File: src/rtl/fp_pkg.sv
// Shared constants and types for the floating-point operand sequencers.
package fp_pkg;

    localparam int unsigned FP_DATA_WIDTH         = 32;
    localparam int unsigned FP_EXP_WIDTH          = 8;
    localparam int unsigned FP_SIGNIFICANDS_WIDTH = 23;

    localparam int unsigned FLAG_WIDTH = 3;
    localparam int unsigned FLAG_NAN   = 2;
    localparam int unsigned FLAG_INF   = 1;
    localparam int unsigned FLAG_ZERO  = 0;

    typedef enum logic [1:0] {
        S_A,
        S_B,
        S_SETTLE,
        S_OUT
    } state_t;

endpackage

File: src/rtl/fp_add_seq_if.sv
// Operand stream in, classified result stream out; valid/ready on both sides.
interface fp_add_seq_if
    import fp_pkg::*;
#(
    parameter int unsigned DATA_WIDTH = 32
) ();

    logic                  in_valid;
    logic                  in_ready;
    logic [DATA_WIDTH-1:0] in_data;
    logic                  in_sub;
    logic                  out_valid;
    logic                  out_ready;
    logic [DATA_WIDTH-1:0] out_data;
    logic [FLAG_WIDTH-1:0] out_flags;

    modport master (
        output in_valid, in_data, in_sub, out_ready,
        input  in_ready, out_valid, out_data, out_flags
    );

    modport slave (
        input  in_valid, in_data, in_sub, out_ready,
        output in_ready, out_valid, out_data, out_flags
    );

endinterface

File: src/rtl/fp_classify.sv
// Classifies an IEEE-754 word as {nan, inf, zero}; at most one bit is set.
module fp_classify
    import fp_pkg::*;
#(
    parameter int unsigned DATA_WIDTH         = 32,
    parameter int unsigned EXP_WIDTH          = 8,
    parameter int unsigned SIGNIFICANDS_WIDTH = 23
) (
    input  logic [DATA_WIDTH-1:0] word,
    output logic [FLAG_WIDTH-1:0] flags
);

    logic [EXP_WIDTH-1:0]          exp_f;
    logic [SIGNIFICANDS_WIDTH-1:0] frac_f;

    assign exp_f  = word[DATA_WIDTH-2 -: EXP_WIDTH];
    assign frac_f = word[SIGNIFICANDS_WIDTH-1:0];

    always_comb begin
        flags            = '0;
        flags[FLAG_NAN]  = (&exp_f) && (|frac_f);
        flags[FLAG_INF]  = (&exp_f) && !(|frac_f);
        flags[FLAG_ZERO] = !(|exp_f) && !(|frac_f);
    end

endmodule

File: src/rtl/fp_add_seq.sv
// Pairs operand words A/B for an external adder, waits a settle time, then
// captures and classifies the sum and holds it under downstream backpressure.
module fp_add_seq
    import fp_pkg::*;
#(
    parameter int unsigned DATA_WIDTH         = 32,
    parameter int unsigned EXP_WIDTH          = 8,
    parameter int unsigned SIGNIFICANDS_WIDTH = 23,
    parameter int unsigned SETTLE_CYCLES      = 1
) (
    input  logic                  clk,
    input  logic                  rst,
    fp_add_seq_if.slave           bus,
    output logic [DATA_WIDTH-1:0] add_input_01,
    output logic [DATA_WIDTH-1:0] add_input_02,
    input  logic [DATA_WIDTH-1:0] add_result
);

    localparam int unsigned CNT_W = 4;

    state_t                state;
    logic [CNT_W-1:0]      cnt;
    logic                  out_valid_q;
    logic [DATA_WIDTH-1:0] out_data_q;
    logic [FLAG_WIDTH-1:0] out_flags_q;
    logic [FLAG_WIDTH-1:0] flags_now;

    fp_classify #(
        .DATA_WIDTH        (DATA_WIDTH),
        .EXP_WIDTH         (EXP_WIDTH),
        .SIGNIFICANDS_WIDTH(SIGNIFICANDS_WIDTH)
    ) u_classify (
        .word (add_result),
        .flags(flags_now)
    );

    // in_ready depends on state only, so out_ready never reaches it combinationally
    assign bus.in_ready  = (state == S_A) || (state == S_B);
    assign bus.out_valid = out_valid_q;
    assign bus.out_data  = out_data_q;
    assign bus.out_flags = out_flags_q;

    always_ff @(posedge clk or posedge rst) begin
        if (rst) begin
            state        <= S_A;
            cnt          <= '0;
            add_input_01 <= '0;
            add_input_02 <= '0;
            out_valid_q  <= 1'b0;
            out_data_q   <= '0;
            out_flags_q  <= '0;
        end else begin
            case (state)
                S_A: begin
                    if (bus.in_valid) begin
                        add_input_01 <= bus.in_data;
                        state        <= S_B;
                    end
                end
                S_B: begin
                    if (bus.in_valid) begin
                        add_input_02 <= {bus.in_data[DATA_WIDTH-1] ^ bus.in_sub,
                                         bus.in_data[DATA_WIDTH-2:0]};
                        cnt          <= CNT_W'(SETTLE_CYCLES - 1);
                        state        <= S_SETTLE;
                    end
                end
                S_SETTLE: begin
                    if (cnt != '0) begin
                        cnt <= cnt - 1'b1;
                    end else begin
                        out_data_q  <= add_result;
                        out_flags_q <= flags_now;
                        out_valid_q <= 1'b1;
                        state       <= S_OUT;
                    end
                end
                S_OUT: begin
                    if (bus.out_ready) begin
                        out_valid_q <= 1'b0;
                        state       <= S_A;
                    end
                end
                default: state <= S_A;
            endcase
        end
    end

endmodule

File: src/flat_wrapper.sv
// flat-port wrapper written by rule: the top's interface ports become plain ports
module fp_add_seq_flat import fp_pkg::*;
#(
    parameter int unsigned DATA_WIDTH         = 32,
    parameter int unsigned EXP_WIDTH          = 8,
    parameter int unsigned SIGNIFICANDS_WIDTH = 23,
    parameter int unsigned SETTLE_CYCLES      = 1
)
  (clk, rst, add_input_01, add_input_02, add_result, bus_in_valid, bus_in_data, bus_in_sub, bus_out_ready, bus_in_ready, bus_out_valid, bus_out_data, bus_out_flags);
  fp_add_seq_if #(.DATA_WIDTH(DATA_WIDTH)) bus_i ();
  input  logic clk;
  input  logic rst;
  output logic [DATA_WIDTH-1:0] add_input_01;
  output logic [DATA_WIDTH-1:0] add_input_02;
  input  logic [DATA_WIDTH-1:0] add_result;
  input wire logic [$bits(bus_i.in_valid)-1:0] bus_in_valid;
  input wire logic [$bits(bus_i.in_data)-1:0] bus_in_data;
  input wire logic [$bits(bus_i.in_sub)-1:0] bus_in_sub;
  input wire logic [$bits(bus_i.out_ready)-1:0] bus_out_ready;
  output wire logic [$bits(bus_i.in_ready)-1:0] bus_in_ready;
  output wire logic [$bits(bus_i.out_valid)-1:0] bus_out_valid;
  output wire logic [$bits(bus_i.out_data)-1:0] bus_out_data;
  output wire logic [$bits(bus_i.out_flags)-1:0] bus_out_flags;
  assign bus_i.in_valid = bus_in_valid;
  assign bus_i.in_data = bus_in_data;
  assign bus_i.in_sub = bus_in_sub;
  assign bus_i.out_ready = bus_out_ready;
  assign bus_in_ready = bus_i.in_ready;
  assign bus_out_valid = bus_i.out_valid;
  assign bus_out_data = bus_i.out_data;
  assign bus_out_flags = bus_i.out_flags;
  fp_add_seq #(.DATA_WIDTH(DATA_WIDTH), .EXP_WIDTH(EXP_WIDTH), .SIGNIFICANDS_WIDTH(SIGNIFICANDS_WIDTH), .SETTLE_CYCLES(SETTLE_CYCLES)) u_core (.clk(clk), .rst(rst), .bus(bus_i), .add_input_01(add_input_01), .add_input_02(add_input_02), .add_result(add_result));
endmodule
File: config.mk
export PLATFORM = sky130hd
export DESIGN_NAME = fp_add_seq_flat
export DESIGN_NICKNAME = d
export VERILOG_FILES = /design/src/rtl/fp_pkg.sv /design/src/rtl/fp_add_seq_if.sv /design/src/rtl/fp_classify.sv /design/src/rtl/fp_add_seq.sv /design/src/flat_wrapper.sv
export SDC_FILE = /design/constraint.sdc
export NUM_CORES = 1
export LEC_CHECK = 0
export CAP_MARGIN = 20
export CORE_UTILIZATION = 43
export CTS_CLUSTER_DIAMETER = 80
export DETAILED_ROUTE_END_ITERATION = 16
export PLACE_DENSITY = 0.88
export RECOVER_POWER = 100
export SLEW_MARGIN = 20
export SYNTH_ARGS = -nofsm -noshare
export SYNTH_HDL_FRONTEND = slang
export SYNTH_SLANG_ARGS = --single-unit
File: constraint.sdc
create_clock -name clk -period 4.9 [get_ports clk]
set_input_delay 1.47 -clock clk [delete_from_list [all_inputs] [get_ports clk]]
set_output_delay 1.47 -clock clk [all_outputs]
set_load 0.02 [all_outputs]
Word-level counts from Yosys, hierarchy flattened
Index checks and enable logic that the tools add are counted.
- add/subtract/negate cells: 1
- eq/ne operators: 8
- mux-type cells: 11
- bitwise logic cells: 2
- reductions and logical operators: 19
- operators by type and width (operator ; number):
    OR reduction 23 bit ; 1
    two-way mux 2 bit ; 4
    two-way mux 4 bit ; 2
    inequality test 2 bit (second input constant) ; 4
    case mux 2 bit (4 select lines) ; 1
    case mux 4 bit (2 select lines) ; 1
    AND reduction 8 bit ; 1
    OR reduction 8 bit ; 1
    AND reduction 2 bit ; 3
    AND reduction 3 bit ; 2
    == test 2 bit (second input constant) ; 2
    AND reduction 4 bit ; 1
    nonzero test 2 bit ; 2
    nonzero test 4 bit ; 1
    subtractor 4 x 1 -> 4 bit (second input constant) ; 1
    logical AND 1 bit ; 3
    == test 2 x 1 -> 1 bit (second input constant) ; 1
    zero test 1 bit ; 2
    zero test 2 bit ; 1
    two-way mux 1 bit ; 2
    inequality test 2 x 1 -> 1 bit (second input constant) ; 1
    case mux 1 bit (2 select lines) ; 1
    logical OR 1 bit ; 1
    inverter 1 bit ; 1
    bitwise XOR 1 bit ; 1
- flip-flop bits (word level): 106
- output and inout port bits: 101

Logic depth before layout (Yosys ltp)
Gate-level depths: netlist of the first run.
- depth in word-level cells: 3
- gate-level depth with buffers: 8

Cells and area by module
From an unflattened synthesis of the first run, not the netlist that was laid out.
- cells, all modules: 280
- area, all modules: 4281.6 µm²
- by module, submodules not included (module ; instances ; cells each ; area an instance (µm²) ; seq. area each (µm²)):
    fp_add_seq ; 1 ; 263 ; 4174.0 ; 2652.5
    fp_classify ; 1 ; 17 ; 107.6 ; 0.0

Worst setup path after synthesis of the first run
Ideal clock, no wire load.
- path kind: input to register
- from: input port bus_in_valid
- to: register u_core.add_input_02[10]
- arrival time: 2.325 ns
- path slack: 2.450 ns
- stages on the path: 3
- buffers on the path: 1
- cell sequence: nand2_1 -> buf_1 -> mux2_2
- longest elaborated chain between the ends: 1
- RTL lines (what ; line ; source):
    start, declared ; flat_wrapper.sv:16 ; input wire logic [$bits(bus_i.in_valid)-1:0] bus_in_valid;
    AND reduction 2 bit (no source line) ; - ;
    end signal, assigned ; fp_add_seq.sv:62 ; add_input_02 <= {bus.in_data[DATA_WIDTH-1] ^ bus.in_sub,
    end, declared ; fp_add_seq.sv:15 ; output logic [DATA_WIDTH-1:0] add_input_02,
No other way between the ends.
A chain may end at the register's enable or synchronous reset.

Worst setup path in the final report of the first run
- from: input port bus_in_valid
- to: register u_core.add_input_02[18]
The elaborated chain is that of the path after synthesis.

==> impl_metrics.env, run 1 <==
export IMPL_status="finished with violations"
export IMPL_failed_checks="max-capacitance violations, max-slew violations"
export IMPL_start_util_pct=44.9
export IMPL_area_growth_synth_to_final_pct=47.8
export IMPL_worst_pin_slew_ps=1940
export IMPL_rrSetupSlack_ps=2190
export IMPL_drive_gt1_share_pct=16.0
export IMPL_crit_fanout=33
export IMPL_irDropWorstVdd_v=0.000382
export IMPL_cts_setup_buffers=0
export IMPL_worstPathRequired_ps=5150
export IMPL_cts_tree="done"
export IMPL_r2r_start="u_core.state[1]"
export IMPL_syn_area_per_cell_um2=12.2
export IMPL_synth_fp_nets=421
export IMPL_r2r_cells=5
export IMPL_cts_sinks=106
export IMPL_vias=3199
export IMPL_critPathCapture="u_core.add_input_02[18]"
export IMPL_ioPinCount=170
export IMPL_start_kind="input pin"
export IMPL_hold_path_class="register to register"
export IMPL_die_width_um=101
export IMPL_grt_overflow_total=0
export IMPL_layout_common_cells="nand2_1 (107), dfrtp_1 (106), dlygate4sd3_1 (105), clkdlybuf4s50_1 (64), mux2_2 (63)"
export IMPL_avgRoutedWirePerCell_um=16.4
export IMPL_clk_latency_ps=370
export IMPL_yosysUniqueCellTypes=28
export IMPL_period_share_pct=76.3
export IMPL_post_cts_resized=0
export IMPL_ys_warnings_count=0
export IMPL_layout_min_cycle_time_ps=3740
export IMPL_cts_inserted_buffers=9
export IMPL_htreeDepth=3
export IMPL_first_pass_iters=4
export IMPL_die_area_mm2=0.0102
export IMPL_seq_power_share_pct=36.4
export IMPL_fp_dieH_um=101
export IMPL_drt_initial_drc_count=106
export IMPL_io_buffers=169
export IMPL_critical_path_endpoint_type="register"
export IMPL_hold_violations=0
export IMPL_use_met3_pct=6.24
export IMPL_crit_arrival_ps=3990
export IMPL_via_per_inst=4.94
export IMPL_dp_cells=632
export IMPL_synth_cell_area_mm2=0.00421
export IMPL_final_common_cell="nand2_1"
export IMPL_cts_root_buf="clkbuf_8"
export IMPL_power_leakage_uw=0.00281
export IMPL_setup_tns_ps=0
export IMPL_design_core_area_mm2=0.00937
export IMPL_grt_pass1_wl_mm=16.4
export IMPL_grt_max_degree=92
export IMPL_cts_buffer_depth=2
export IMPL_r2r_end="u_core.add_input_02[18]"
export IMPL_hpwl_mm=7.82
export IMPL_syn_inst=346
export IMPL_fmax_ghz=0.268
export IMPL_grt_busiest_layer="met2"
export IMPL_nNetsFinal=589
export IMPL_swShare_pct=40.5
export IMPL_antenna_diode_count=0
export IMPL_p_int_uw=2440
export IMPL_drt_total_wl_mm=10.6
export IMPL_skew_ps=16.4
export IMPL_maxSlewViolCount=159
export IMPL_antenna_found_initial=0
export IMPL_p_clk_share_pct=12.9
export IMPL_ant_nets=0
export IMPL_worstSetupPathType="input pin to register"
export IMPL_yosysSeqAreaShare_pct=63.0
export IMPL_setup_viol=0
export IMPL_hold_buffers=0
export IMPL_p_per_area_mw_per_mm2=660
export IMPL_p_sw_uw=1660
export IMPL_drv_cap=3
export IMPL_use_met2_pct=38.6
export IMPL_clk_pin_slew_ps=100
export IMPL_ys_seq_elements=106
export IMPL_rows=35
export IMPL_gr_usage_met1_pct=23.7
export IMPL_rsz0062_at_grt="false"
export IMPL_max_slew_margin_rel_pct=-29.0
export IMPL_fin_cells=648
export IMPL_cp_startpoint="bus_in_valid"
export IMPL_drcViolationCount=0
export IMPL_grt_usage_pct=21.3
export IMPL_p_comb_share_pct=50.7
export IMPL_gp_congestion=0.803
export IMPL_grt_pass1_vias=3292
## worst min-delay path by stage
stage / from / end / slack, ps / cells past startpoint
after floorplan: u_core.cnt[1] / u_core.cnt[1] / 500 / 1
final: u_core.bus.out_data[21] / u_core.bus.out_data[21] / 480 / 2
after CTS: u_core.bus.out_data[21] / u_core.bus.out_data[21] / 490 / 2
after global routing: u_core.bus.out_data[0] / u_core.bus.out_data[0] / 500 / 2
after global placement: u_core.bus.out_data[9] / u_core.bus.out_data[9] / 460 / 2
after detailed placement: u_core.bus.out_data[17] / u_core.bus.out_data[17] / 460 / 2
## worst max-delay path, stage by stage
cell           delay [ps]
dlygate4sd3_1         590
nand2_1                80
clkbuf_1             1380
mux2_2                440
## stage by stage
step / util [%] / instance area (um^2) / hold WS (ps) / worst slack [ps] / total power [uW]
after CTS: 66.5 / 6230 / 485 / 1490 / 4310
final: 66.4 / 6220 / 476 / 1160 / 4110
after global routing: 66.4 / 6220 / 502 / 904 / 4330
after global placement: 64.3 / 6030 / 459 / 1870 / 3680
after floorplan: - / 4210 / 497 / 641 / 2670
after detailed placement: 64.3 / 6030 / 461 / 1780 / 3770
## flip-flops by register name, summed over array words and instances (netlist names)
signal	count
u_core.add_input_01	32
u_core.bus.out_data	32
u_core.bus.out_flags	3
u_core.state	2
u_core.bus.out_valid	1
u_core.cnt	4
u_core.add_input_02	32
## power groups by stage
stage	registers (uW)	clock network [uW]	logic, uW
2_1_floorplan	2000	0	665
3_3_place_gp	1500	0	2180
3_5_place_dp	1530	0	2240
4_1_cts	1510	549	2250
5_1_grt	1540	579	2210
6_report	1490	531	2080
## area by class of cell
type / instances / area [um^2]
Clock inverter: 7 / 80.1
Clock buffer: 9 / 124
Inverter: 7 / 30.0
Timing Repair Buffer: 172 / 1700
Fill cell: 759 / 3150
Tap cell: 129 / 161
Multi-Input combinational cell: 218 / 1470
Sequential cell: 106 / 2650
## cells by family (layout without fill, tap and decap cells)
group                    Yosys count  after routing  synth area share (%)
buffers and inverters             22            195                  2.08
AND/OR/NAND/NOR                  129            129                  12.8
AO/OA/AOI/OAI                     17             17                  2.82
multiplexers                      65             65                  17.3
adder cells (fa/ha/maj)            6              6                  1.78
XOR/XNOR                           1              1                 0.208
flip-flops                       106            106                  63.0
## per-layer routing
layer  wire, um  share of wire (%)
met1       4050                 38
met2       5780                 54
met3        513                4.8
met4        288                2.7
met5          0                  0
## cell usage after synthesis (all sizes together)
library cell | number | area, um^2
nand2b | 1 | 6.26
nor3 | 3 | 15.0
or3b | 1 | 8.76
nand3 | 4 | 20.0
xnor2 | 1 | 8.76
dfrtp | 106 | 2650
o21ai | 8 | 40.0
ha | 6 | 75.1
nand2 | 107 | 402
o22ai | 1 | 6.26
nor3b | 1 | 7.51
a22o | 6 | 53.8
nand4 | 2 | 12.5
mux2 | 63 | 709
clkbuf | 7 | 27.5
mux2i | 2 | 20.0
inv | 7 | 26.3
and4 | 1 | 8.76
o41ai | 1 | 8.76
buf | 8 | 33.8
nor4 | 7 | 43.8
a222oi | 1 | 10.0
or2 | 1 | 6.26
and2 | 1 | 6.26
No activity file was read; power rests on OpenSTA's default activity.
==> run 2: changes to the inputs <==
==> constraint.sdc (replaced) <==
create_clock -name clk -period 3.5 [get_ports clk]
set_input_delay 1.05 -clock clk [delete_from_list [all_inputs] [get_ports clk]]
set_output_delay 1.05 -clock clk [all_outputs]
set_load 0.02 [all_outputs]
==> run 2 against run 1 <==
  * Critical endpoint is now bus_in_ready
  * Largest power group unchanged
  * Register-to-register slack worse by 1300 ps
  * Via count up 1.6%
  * Global-route usage up 0.11 points
  * Final cell count up 0.46%
  * Die area unchanged
  * The flow now finishes without violations
==> impl_metrics.env, run 2 (synthesis gave the netlist of run 1 again) <==
export IMPL_clk_latency_ps=360
export IMPL_cts_sinks=106
export IMPL_slowest_stage="dlygate4sd3_1"
export IMPL_grt_pass1_vias=3359
export IMPL_grt_pass1_wl_mm=16.7
export IMPL_post_cts_resized=0
export IMPL_antenna_found_initial=0
export IMPL_via_per_inst=4.99
export IMPL_maxSlewViolCount=0
export IMPL_setup_slack_ps=435
export IMPL_rows=35
export IMPL_cts_setup_buffers=0
export IMPL_worst_pin_slew_ps=1380
export IMPL_critical_path_endpoint_type="primary output"
export IMPL_cp_cell_sequence="inv_1 > ha_1 > or2_2 > dlygate4sd3_1"
export IMPL_dp_cells=635
export IMPL_seq_power_share_pct=36.2
export IMPL_io_buffers=169
export IMPL_p_comb_share_pct=50.6
export IMPL_crit_arrival_ps=2020
export IMPL_drive_gt1_share_pct=16.5
export IMPL_drcViolationCount=0
export IMPL_start_kind="register"
export IMPL_clk_pin_slew_ps=100
export IMPL_hpwl_mm=7.89
export IMPL_design_core_area_mm2=0.00937
export IMPL_die_area_mm2=0.0102
export IMPL_period_share_pct=87.6
export IMPL_rrSetupSlack_ps=870
export IMPL_ant_nets=0
export IMPL_drt_total_wl_mm=10.4
export IMPL_setup_tns_ps=0
export IMPL_cp_startpoint="u_core.state[0]"
export IMPL_ioPinCount=170
export IMPL_hold_start="u_core.bus.out_data[22]"
export IMPL_p_clk_share_pct=13.2
export IMPL_hold_violations=0
export IMPL_hold_buffers=0
export IMPL_htreeDepth=3
export IMPL_cts_buffer_depth=2
export IMPL_p_total_uw=5760
export IMPL_fill_cells=753
export IMPL_antenna_diode_count=0
export IMPL_critPathTopFamily="buffers and inverters"
export IMPL_gp_congestion=0.843
export IMPL_swShare_pct=39.6
export IMPL_p_per_area_mw_per_mm2=921
export IMPL_crit_fanout=3
export IMPL_grt_overflow_total=0
export IMPL_final_common_cell="nand2_1"
export IMPL_critPathMaxStageDelay_ps=650
export IMPL_area_growth_synth_to_final_pct=48.5
export IMPL_vias=3250
export IMPL_power_leakage_uw=0.00283
export IMPL_skew_ps=15.2
export IMPL_cp_num_buf_inv=2
export IMPL_fin_cells=651
export IMPL_die_width_um=101
export IMPL_grt_max_degree=58
export IMPL_drt_initial_drc_count=91
export IMPL_status="complete, no violations"
export IMPL_drv_cap=0
export IMPL_fmax_ghz=0.326
export IMPL_layout_min_cycle_time_ps=3070
export IMPL_grt_usage_pct=21.4
export IMPL_first_pass_iters=4
export IMPL_post_route_util_pct=66.7
export IMPL_layout_common_cells="nand2_1 (107), dfrtp_1 (106), dlygate4sd3_1 (104), clkdlybuf4s50_1 (65), mux2_2 (63)"
export IMPL_irDropWorstVdd_v=0.000453
export IMPL_avgRoutedWirePerCell_um=16.0
export IMPL_fp_dieH_um=101
export IMPL_hold_path_class="register to register"
export IMPL_max_slew_margin_rel_pct=8.30
export IMPL_worstPathRequired_ps=2450
export IMPL_r2r_start="u_core.cnt[0]"
export IMPL_setup_viol=0
export IMPL_start_util_pct=44.9
export IMPL_cts_tree="done"
export IMPL_nNetsFinal=592
export IMPL_p_int_uw=3480
export IMPL_post_place_ws_ps=845
export IMPL_rsz0062_at_grt="false"
export IMPL_p_sw_uw=2280
export IMPL_worstSetupPathType="register to primary output"
export IMPL_cts_inserted_buffers=9
export IMPL_cts_root_buf="clkbuf_8"
## run 2: cell types whose count changed in the layout (fill, tap and decap cells not counted)
cell	previous run	this run
clkinv_8	2	0
inv_8	2	1
dlygate4sd3_1	105	104
and2_0	0	1
clkinvlp_2	0	1
clkbuf_2	0	3
buf_12	0	1
clkbuf_1	3	2
buf_4	0	1
and2_2	1	0
clkdlybuf4s50_1	64	65
bufinv_16	0	1
## run 2: final timing paths
path / to / cells after the start
worst max-delay path: bus_in_ready / 4
worst min-delay path: u_core.bus.out_data[22] / 2
worst max register to register: u_core.bus.out_flags[0] / 7
worst min register to register: u_core.bus.out_data[22] / 2
max in group asynchronous: u_core.bus.out_data[3] / 3
min in group asynchronous: u_core.add_input_01[15] / 2
## run 2: per-stage QoR
| step | hold WS (ps) | area (um^2) |
|---|---|---|
| 2_1_floorplan | 497 | 4210 |
| 4_1_cts | 493 | 6280 |
| 6_report | 480 | 6250 |
| 3_3_place_gp | 460 | 6070 |
| 5_1_grt | 512 | 6250 |
| 3_5_place_dp | 466 | 6070 |
## run 2: cell type report
class | instances | area [um^2] | share of cell area [%]
timing repair buffer | 175 | 1740 | 27.8
clock buffer | 10 | 128 | 2.04
inverter | 7 | 27.5 | 0.440
multi-input combinational | 218 | 1470 | 23.5
tap | 129 | 161 | 2.58
sequential | 106 | 2650 | 42.4
clock inverter | 6 | 73.8 | 1.18
## run 2: power groups by stage
stage                     combinational, uW  sequential, uW  clock (uW)
final                                  2910            2080         763
after CTS                              3170            2110         789
after floorplan                         931            2800           0
after detailed placement               3150            2130           0
after global placement                 3080            2090           0
after global routing                   3120            2150         828
## run 2: per-layer routing
metal / routed length, um / global-route usage [%]
met5: 0 / 0
met4: 187 / 8.03
met3: 420 / 3.88
met2: 5880 / 39.9
met1: 3940 / 24.4
## run 2: worst reg2reg max path: stages, from the launching register on
cell and delay (ps):
dfrtp_1 420, inv_1 100, ha_1 160, nor3b_1 350, and2_0 180, clkbuf_1 1000
nand3_1 140, o21ai_0 200
